===== src/rtl/tea_pkg.sv =====
// Shared TEA definitions: word width, operand index constants and loader FSM encoding.
// Used by the operand loader and the cipher core.
package tea_pkg;

  localparam int unsigned TEA_WORD_W    = 32;
  localparam int unsigned TEA_NUM_WORDS = 6;
  localparam int unsigned WORD_IDX_W    = 3;
  localparam int unsigned BYTE_IDX_W    = 2;

  localparam logic [WORD_IDX_W-1:0] W_V0   = 3'd0;
  localparam logic [WORD_IDX_W-1:0] W_V1   = 3'd1;
  localparam logic [WORD_IDX_W-1:0] W_K0   = 3'd2;
  localparam logic [WORD_IDX_W-1:0] W_K1   = 3'd3;
  localparam logic [WORD_IDX_W-1:0] W_K2   = 3'd4;
  localparam logic [WORD_IDX_W-1:0] W_K3   = 3'd5;
  localparam logic [WORD_IDX_W-1:0] W_FULL = 3'd6;

  typedef enum logic {
    ST_COLLECT = 1'b0,
    ST_FULL    = 1'b1
  } ld_state_e;

  // Big-endian byte accumulation: earlier bytes move toward the MSB.
  function automatic logic [TEA_WORD_W-1:0] shift_in_byte(input logic [TEA_WORD_W-1:0] w,
                                                          input logic [7:0]            b);
    return {w[TEA_WORD_W-9:0], b};
  endfunction

endpackage


===== src/rtl/key_debouncer.sv =====
// Push-button conditioner: 2-FF synchroniser, stable-sample counter, and a
// one-cycle pulse on each accepted press (debounced high->low of the active-low key).
module key_debouncer #(
  parameter logic [15:0] DEBOUNCE_CYCLES = 16'd50000
) (
  input  logic clk,
  input  logic resetn,
  input  logic key_n_i,
  output logic press_o
);

  logic [1:0]  sync_q;
  logic        level_q, level_d;
  logic [15:0] cnt_q, cnt_d;
  logic        press_q, press_d;
  logic        key_s;

  assign key_s   = sync_q[1];
  assign press_o = press_q;

  // Count consecutive samples that disagree with the accepted level.
  always_comb begin
    cnt_d   = '0;
    level_d = level_q;
    press_d = 1'b0;
    if (key_s != level_q) begin
      if (cnt_q == DEBOUNCE_CYCLES - 16'd1) begin
        level_d = key_s;
        press_d = ~key_s;
      end else begin
        cnt_d = cnt_q + 16'd1;
      end
    end
  end

  always_ff @(posedge clk) begin
    if (!resetn) begin
      sync_q  <= 2'b11;
      level_q <= 1'b1;
      cnt_q   <= '0;
      press_q <= 1'b0;
    end else begin
      sync_q  <= {sync_q[0], key_n_i};
      level_q <= level_d;
      cnt_q   <= cnt_d;
      press_q <= press_d;
    end
  end

endmodule


===== src/rtl/tea_operand_loader.sv =====
// Assembles the six TEA operand words from byte-wide switch entry, one byte per
// debounced key press, and offers the full set to the core over valid/ready.
module tea_operand_loader
  import tea_pkg::*;
#(
  parameter logic [15:0] DEBOUNCE_CYCLES = 16'd50000,
  parameter bit          KEEP_KEY        = 1'b1
) (
  input  logic                  clk,
  input  logic                  resetn,
  input  logic                  go_n,
  input  logic [7:0]            data_in,
  input  logic                  clear,
  input  logic                  out_ready,
  output logic                  out_valid,
  output logic [TEA_WORD_W-1:0] v0,
  output logic [TEA_WORD_W-1:0] v1,
  output logic [TEA_WORD_W-1:0] k0,
  output logic [TEA_WORD_W-1:0] k1,
  output logic [TEA_WORD_W-1:0] k2,
  output logic [TEA_WORD_W-1:0] k3,
  output logic [WORD_IDX_W-1:0] word_idx,
  output logic [BYTE_IDX_W-1:0] byte_idx,
  output logic [TEA_WORD_W-1:0] preview,
  output logic                  overrun
);

  logic go_pulse;

  ld_state_e             state_q, state_d;
  logic [WORD_IDX_W-1:0] word_idx_q, word_idx_d;
  logic [BYTE_IDX_W-1:0] byte_idx_q, byte_idx_d;
  logic [TEA_WORD_W-1:0] preview_q, preview_d;
  logic [TEA_WORD_W-1:0] ops_q [TEA_NUM_WORDS];
  logic [TEA_WORD_W-1:0] ops_d [TEA_NUM_WORDS];
  logic                  overrun_q, overrun_d;
  logic                  out_valid_q, out_valid_d;
  logic                  key_held_q, key_held_d;
  logic                  last_word_c;
  logic                  keep_keys_c;

  key_debouncer #(
    .DEBOUNCE_CYCLES(DEBOUNCE_CYCLES)
  ) u_go_db (
    .clk    (clk),
    .resetn (resetn),
    .key_n_i(go_n),
    .press_o(go_pulse)
  );

  // With a retained key, the set completes after v1 instead of k3.
  assign keep_keys_c = KEEP_KEY && key_held_q;
  assign last_word_c = (word_idx_q == W_K3) || (keep_keys_c && (word_idx_q == W_V1));

  always_ff @(posedge clk) begin
    if (!resetn) state_q <= ST_COLLECT;
    else         state_q <= state_d;
  end

  always_comb begin
    state_d = state_q;
    if (clear) begin
      state_d = ST_COLLECT;
    end else begin
      case (state_q)
        ST_COLLECT: if (go_pulse && (byte_idx_q == 2'd3) && last_word_c) state_d = ST_FULL;
        ST_FULL:    if (out_ready) state_d = ST_COLLECT;
        default:    state_d = ST_COLLECT;
      endcase
    end
  end

  always_comb begin
    word_idx_d  = word_idx_q;
    byte_idx_d  = byte_idx_q;
    preview_d   = preview_q;
    ops_d       = ops_q;
    overrun_d   = overrun_q;
    out_valid_d = out_valid_q;
    key_held_d  = key_held_q;
    if (clear) begin
      word_idx_d  = W_V0;
      byte_idx_d  = '0;
      preview_d   = '0;
      overrun_d   = 1'b0;
      out_valid_d = 1'b0;
      key_held_d  = keep_keys_c;
      for (int i = 0; i < int'(TEA_NUM_WORDS); i++) begin
        if ((i < int'(W_K0)) || !keep_keys_c) ops_d[i] = '0;
      end
    end else begin
      case (state_q)
        ST_COLLECT: begin
          if (go_pulse) begin
            if (byte_idx_q == 2'd3) begin
              for (int i = 0; i < int'(TEA_NUM_WORDS); i++) begin
                if (word_idx_q == 3'(i)) ops_d[i] = shift_in_byte(preview_q, data_in);
              end
              preview_d  = '0;
              byte_idx_d = '0;
              if (last_word_c) begin
                word_idx_d  = W_FULL;
                out_valid_d = 1'b1;
                key_held_d  = 1'b1;
              end else begin
                word_idx_d = word_idx_q + 3'd1;
              end
            end else begin
              preview_d  = shift_in_byte(preview_q, data_in);
              byte_idx_d = byte_idx_q + 2'd1;
            end
          end
        end
        ST_FULL: begin
          // A press here never enters data; it is only flagged, and the flag survives a same-cycle handshake.
          if (out_ready) begin
            out_valid_d = 1'b0;
            overrun_d   = 1'b0;
            word_idx_d  = W_V0;
            byte_idx_d  = '0;
            if (!KEEP_KEY) begin
              key_held_d = 1'b0;
              for (int i = 0; i < int'(TEA_NUM_WORDS); i++) ops_d[i] = '0;
            end
          end
          if (go_pulse) overrun_d = 1'b1;
        end
        default: ;
      endcase
    end
  end

  always_ff @(posedge clk) begin
    if (!resetn) begin
      word_idx_q  <= W_V0;
      byte_idx_q  <= '0;
      preview_q   <= '0;
      overrun_q   <= 1'b0;
      out_valid_q <= 1'b0;
      key_held_q  <= 1'b0;
      for (int i = 0; i < int'(TEA_NUM_WORDS); i++) ops_q[i] <= '0;
    end else begin
      word_idx_q  <= word_idx_d;
      byte_idx_q  <= byte_idx_d;
      preview_q   <= preview_d;
      overrun_q   <= overrun_d;
      out_valid_q <= out_valid_d;
      key_held_q  <= key_held_d;
      ops_q       <= ops_d;
    end
  end

  assign out_valid = out_valid_q;
  assign word_idx  = word_idx_q;
  assign byte_idx  = byte_idx_q;
  assign preview   = preview_q;
  assign overrun   = overrun_q;
  assign v0        = ops_q[W_V0];
  assign v1        = ops_q[W_V1];
  assign k0        = ops_q[W_K0];
  assign k1        = ops_q[W_K1];
  assign k2        = ops_q[W_K2];
  assign k3        = ops_q[W_K3];

endmodule

===== config.mk =====
export PLATFORM = sky130hd
export DESIGN_NAME = tea_operand_loader
export DESIGN_NICKNAME = d
export VERILOG_FILES = /design/src/rtl/tea_pkg.sv /design/src/rtl/key_debouncer.sv /design/src/rtl/tea_operand_loader.sv
export SDC_FILE = /design/constraint.sdc
export NUM_CORES = 1
export LEC_CHECK = 0
export ABC_AREA = 1
export CORE_UTILIZATION = 50
export DETAILED_ROUTE_END_ITERATION = 16
export GPL_TIMING_DRIVEN = 0
export PLACE_DENSITY = 0.8
export RECOVER_POWER = 50
export SLEW_MARGIN = 10
export SYNTH_ARGS = -nofsm -noshare
export SYNTH_HDL_FRONTEND = slang
export SYNTH_HIERARCHICAL = 1
export SYNTH_SLANG_ARGS = --single-unit
export TNS_END_PERCENT = 10

===== constraint.sdc =====
create_clock -name clk -period 2.3 [get_ports clk]
set_clock_uncertainty 0.1 [all_clocks]
set_input_delay 0.575 -clock clk [delete_from_list [all_inputs] [get_ports clk]]
set_output_delay 0.575 -clock clk [all_outputs]
set_load 0.05 [all_outputs]

Word-level counts from Yosys, hierarchy flattened
Cells that the tools add are included.
{"block": "totals", "word_cells": 95, "output_inout_bits": 231, "ff_bits": 253, "input_bits": 13}
{"block": "classes", "n_eq_ne": 14, "n_mux": 28, "n_addsub": 3, "n_reduce_logical": 28, "n_bitwise": 5}
{"op": "$mux W128", "n": 4}
{"op": "$mux W32", "n": 6}
{"op": "$reduce_and A5 Y1", "n": 5}
{"op": "$add A16 B1 Y16 const B", "n": 1}
{"op": "$eq A16 B16 Y1 const B", "n": 1}
{"op": "$reduce_bool A2 Y1", "n": 7}
{"op": "$mux W3", "n": 4}
{"op": "$reduce_and A4 Y1", "n": 3}
{"op": "$ne A2 B2 Y1 const B", "n": 5}
{"op": "$reduce_and A2 Y1", "n": 4}
{"op": "$mux W1", "n": 7}
{"op": "$eq A3 B2 Y1 const B", "n": 2}
{"op": "$eq A3 B3 Y1 const B", "n": 2}
{"op": "$mux W2", "n": 3}
{"op": "$pmux W3 S2", "n": 1}
{"op": "$reduce_and A3 Y1", "n": 2}
{"op": "$not A1 Y1", "n": 5}
{"op": "$pmux W1 S2", "n": 2}
{"op": "$pmux W2 S2", "n": 1}
{"op": "$add A3 B1 Y3 const B", "n": 1}
{"op": "$eq A3 B1 Y1 const B", "n": 1}
{"op": "$logic_and A1 B1 Y1", "n": 3}
{"op": "$logic_not A3 Y1", "n": 1}
{"op": "$reduce_or A3 Y1", "n": 1}
{"op": "other kinds (6)", "n": 6}

Depth between registers and ports, before layout
{"block": "depth", "word_depth": 7, "depth_mapped": 10, "mapped_depth_nobuf": 8}

Hierarchy
The synthesis kept the hierarchy.
{"mod": "tea_operand_loader", "seq_area_each_um2": 4664.5, "area_per_inst_um2": 9308.9, "instances": 1, "cells_each": 1284}
{"mod": "key_debouncer", "seq_area_each_um2": 400.4, "area_per_inst_um2": 991.0, "instances": 1, "cells_each": 138}

Worst setup path after synthesis
No wires, ideal clock.
{"block": "synth_timing", "path_type": "register to register", "from": "register word_idx_q[0], in the netlist word_idx[0]", "to": "register ops_q (netlist bit k2[27])", "setup_ns": 0.113, "synth_period_minus_slack_ns": 2.035, "slack_ns": 0.265, "path_buffers": 2, "required_time_ns": 2.087, "t_arrival_ns": 1.822, "stages_incl_launch_ff": 11, "path_cell_list": "dfxtp_1 inv_1 ha_1 nand2_1 nand2_1 nand3_1 buf_2 buf_6 nand2_1 nand2_1 nor2_1"}
{"block": "synth_between", "elab_chain_len": 3}
{"element": "start: declaration", "line_no": "tea_operand_loader.sv:31", "rtl": "logic [WORD_IDX_W-1:0] word_idx_q, word_idx_d;"}
{"element": "start signal: assignment", "line_no": "tea_operand_loader.sv:143", "rtl": "word_idx_q <= word_idx_d;"}
{"element": "$eq A3 B3 Y1", "line_no": "tea_operand_loader.sv:97", "rtl": "if (word_idx_q == 3'(i)) ops_d[i] = shift_in_byte(preview_q, data_in);"}
{"element": "$reduce_bool A2 Y1 (no line)"}
{"element": "$reduce_and A5 Y1 (no line)"}
{"element": "end signal: assignment", "line_no": "tea_operand_loader.sv:149", "rtl": "ops_q <= ops_d;"}
{"element": "end: declaration", "line_no": "tea_operand_loader.sv:34", "rtl": "logic [TEA_WORD_W-1:0] ops_q [TEA_NUM_WORDS];"}
No other way between the ends.
A chain may end at the register's enable or synchronous reset.

Worst setup path after layout
{"block": "layout_timing", "from": "register word_idx_q[2], in the netlist word_idx[2]", "to": "output port word_idx[2]"}
{"element": "end: declaration", "line_no": "tea_operand_loader.sv:22", "rtl": "output logic [WORD_IDX_W-1:0] word_idx,"}
No word-level cell between the ends.

==> impl_metrics.tcl <==
set metrics [dict create \
    startpoint_type "flop" \
    critical_path.max_fanout 7 \
    synthXorXnorAreaFrac_pct 0.510 \
    via_per_inst 5.23 \
    fin_util_pct 67.4 \
    synth_fa_ha_area_share_pct 0.850 \
    drive_gt1_share_pct 5.03 \
    yosys_warnings 6 \
    slowest_stage "dlygate4sd2_1" \
    endpoint_kind "output port" \
    critical_path_class "reg -> out" \
    hold_class "reg -> reg" \
    rsz0062_at_grt "false" \
    ant_nets 0 \
    grt_max_degree 14 \
    rows 52 \
    clkTransAtPathRegs_ns 0.06 \
    numCtsBuffers 26 \
    p_per_area_nw_per_um2 706 \
    synth_ff_type "dfxtp_1" \
    port_buffers 242 \
    fin_crit_ns 2.25 \
    cts_buffer_depth 3 \
    synthMuxAreaShare_pct 0 \
    cts_setup_buffers 0 \
    area_delta_synth_final_pct 32.5 \
    syn_nets 1442 \
    avgSynthCellArea_um2 7.24 \
    wl_met2_mm 14.8 \
    vias 10400 \
    path_cells "dlygate4sd2_1" \
    cts_root_buf "clkbuf_16" \
    critical_path_required_ns 1.62 \
    p_leak_nw 6.43 \
    place_congestion 0.916 \
    wl_met3_mm 2.63 \
    cts.htree.levels 1 \
    cp_top_family "buffers and inverters" \
    wl_per_cell_um 16.4 \
    clock_latency_ns 0.53 \
    diodes 0 \
    critPathMaxStageDelay_ns 0.60 \
    tightest_slew_ns 0.603 \
    wl_mm 32.4 \
    grt_pass1_wl_mm 51.6 \
    slew_viol_final 0 \
    synth_compound_area_share_pct 11.7 \
    grt-ovfl-total 0 \
    grt_pass1_vias 9762 \
    synth_edf_count 0 \
    synth.lib_cells_used.distinct 29 \
    grtUsageTotal_pct 30.2 \
    clock-sinks 253 \
    synth-async-reset-ratio_pct 0 \
    critPathBufInv 1 \
    syn_area_um2 10300 \
    timing.fmax_mhz 443 \
    holdWs_ns 0.308 \
    synth_top_family_by_area "simple AND/OR/NAND/NOR gates" \
    die_w_um 146 \
    route.detailed.drc 0 \
    maxSlewHeadroom_pct 59.9 \
    dr.pass1.iters 5 \
    hold_viol 0 \
    cap_violations 0 \
    hpwl_mm 24.3 \
    peakVddDrop_v 0.000681 \
    synth_simple_gate_area_share_pct 26.3 \
    met1_length_mm 13.8 \
    initial_utilization_pct 50.9 \
    outcome "completed" \
    final_nets 1712 \
    yosysSeqAreaShare_pct 49.2 \
    period_share_pct 98.0 \
    routed.top_layer "met4" \
    crit_arrival_ns 1.58 \
    grt_antenna_before_repair 0 \
    hold_buffers 0 \
    synth-seq-cells 253 \
    core_um2 20200 \
    fp.dieH_um 146 \
    ios 244 \
    syn_inst 1422 \
    die_area_um2 21200 \
    cts_resized 231 \
    drt_iter0_markers 726 \
    cts_tree "done" \
    setup_viol 0 \
]
==> state kept, by name, summed over array words and instances, names as in the netlist <==
signal / flops
u_go_db/level_q: 1
k1: 32
v0: 32
k0: 32
k3: 32
u_go_db/cnt_q: 16
v1: 32
byte_idx: 2
preview: 32
word_idx: 3
overrun: 1
out_valid: 1
k2: 32
u_go_db/sync_q: 2
u_go_db/press_o: 1
state_q: 1
keep_keys_c: 1
==> cells by family (layout without fill, tap and decap cells) <==
group,Yosys count,count (layout)
AOI/OAI and AO/OA,239,239
xor gates and xnor gates,6,6
adders and majority gates,7,7
buffers and inverters,301,588
DFF,253,253
and+or+nand+nor,616,616
==> worst min-delay path: cells and delay by family (launching register included) <==
kind	cells	cell delay, ns
DFF	1	0.31
buffers and inverters	1	0.03
and+or+nand+nor	1	0.04
==> per-stage QoR <==
stage,std cells,instance area (um2),TNS [ns],setup slack (ns),power [mW]
2_1_floorplan,1422,10300,0,0.265,5.05
3_3_place_gp,1934,13100,-41.89,-0.428,5.28
3_5_place_dp,1934,13100,-47.53,-0.471,5.28
4_1_cts,1979,13700,0,0.0392,9.66
5_1_grt,1979,13600,0,0.0159,9.91
6_report,1979,13600,0,0.0452,9.64
==> cells in the final DEF, fill, tap and decap left out, types with 54 or more instances in the layout <==
cell,count
a21oi_1,174
clkbuf_1,60
dfxtp_1,253
dlygate4sd2_1,231
inv_1,202
nand2_1,260
nand3_1,148
nand4_1,54
nor2_1,135
o21ai_0,54
==> routing by layer <==
metal  track usage, %  up-vias
met1             39.2     4775
met2             49.5      451
met4             10.4        0
met3             6.71       69
li1                 -     5063
met5                0        -
==> worst paths after layout <==
path,start,endpoint,slack [ns],cells after the start
setup reg to reg,word_idx[0]$_SDFFE_PP0P_,k0[11]$_SDFFE_PN0P_,0.15,8
hold reg to reg,u_go_db/sync_q[0]$_SDFF_PN1_,u_go_db/sync_q[1]$_SDFF_PN1_,0.31,2
hold / removal,u_go_db/sync_q[0]$_SDFF_PN1_,u_go_db/sync_q[1]$_SDFF_PN1_,0.31,2
setup / recovery,word_idx[2]$_SDFFE_PP0P_,word_idx[2],0.05,1
==> synth_stat cells, drive strengths merged, types with 2 or more instances <==
| cell type | instances | area, um2 |
|---|---|---|
| nand2 | 262 | 996 |
| dfxtp | 253 | 5060 |
| inv | 206 | 773 |
| a21oi | 174 | 871 |
| nand3 | 149 | 751 |
| nor2 | 145 | 582 |
| o21ai | 62 | 310 |
| clkbuf | 55 | 206 |
| nand4 | 54 | 338 |
| buf | 40 | 209 |
| ha | 7 | 87.6 |
| or2 | 4 | 25.0 |
| xor2 | 4 | 35.0 |
| o21bai | 2 | 15.0 |
| xnor2 | 2 | 17.5 |
==> where the power goes <==
part,leakage (nW),switching (mW),total (mW),internal [mW]
Sequential,2.04,0.0303,4.47,4.44
Combinational,3.93,0.509,0.680,0.171
Clock,0.455,1.72,4.49,2.77
Total,6.43,2.26,9.64,7.38
==> area by class of cell <==
| cell class | count | area, um2 |
|---|---|---|
| multi-input combinational | 868 | 4030 |
| timing repair buffer | 242 | 2130 |
| inverter | 206 | 773 |
| buffer | 95 | 393 |
| clock inverter | 9 | 145 |
| fill | 1817 | 6590 |
| clock buffer | 36 | 769 |
| sequential | 253 | 5060 |
| tap | 270 | 338 |
Note: power is estimated with default switching activity, not from simulation.
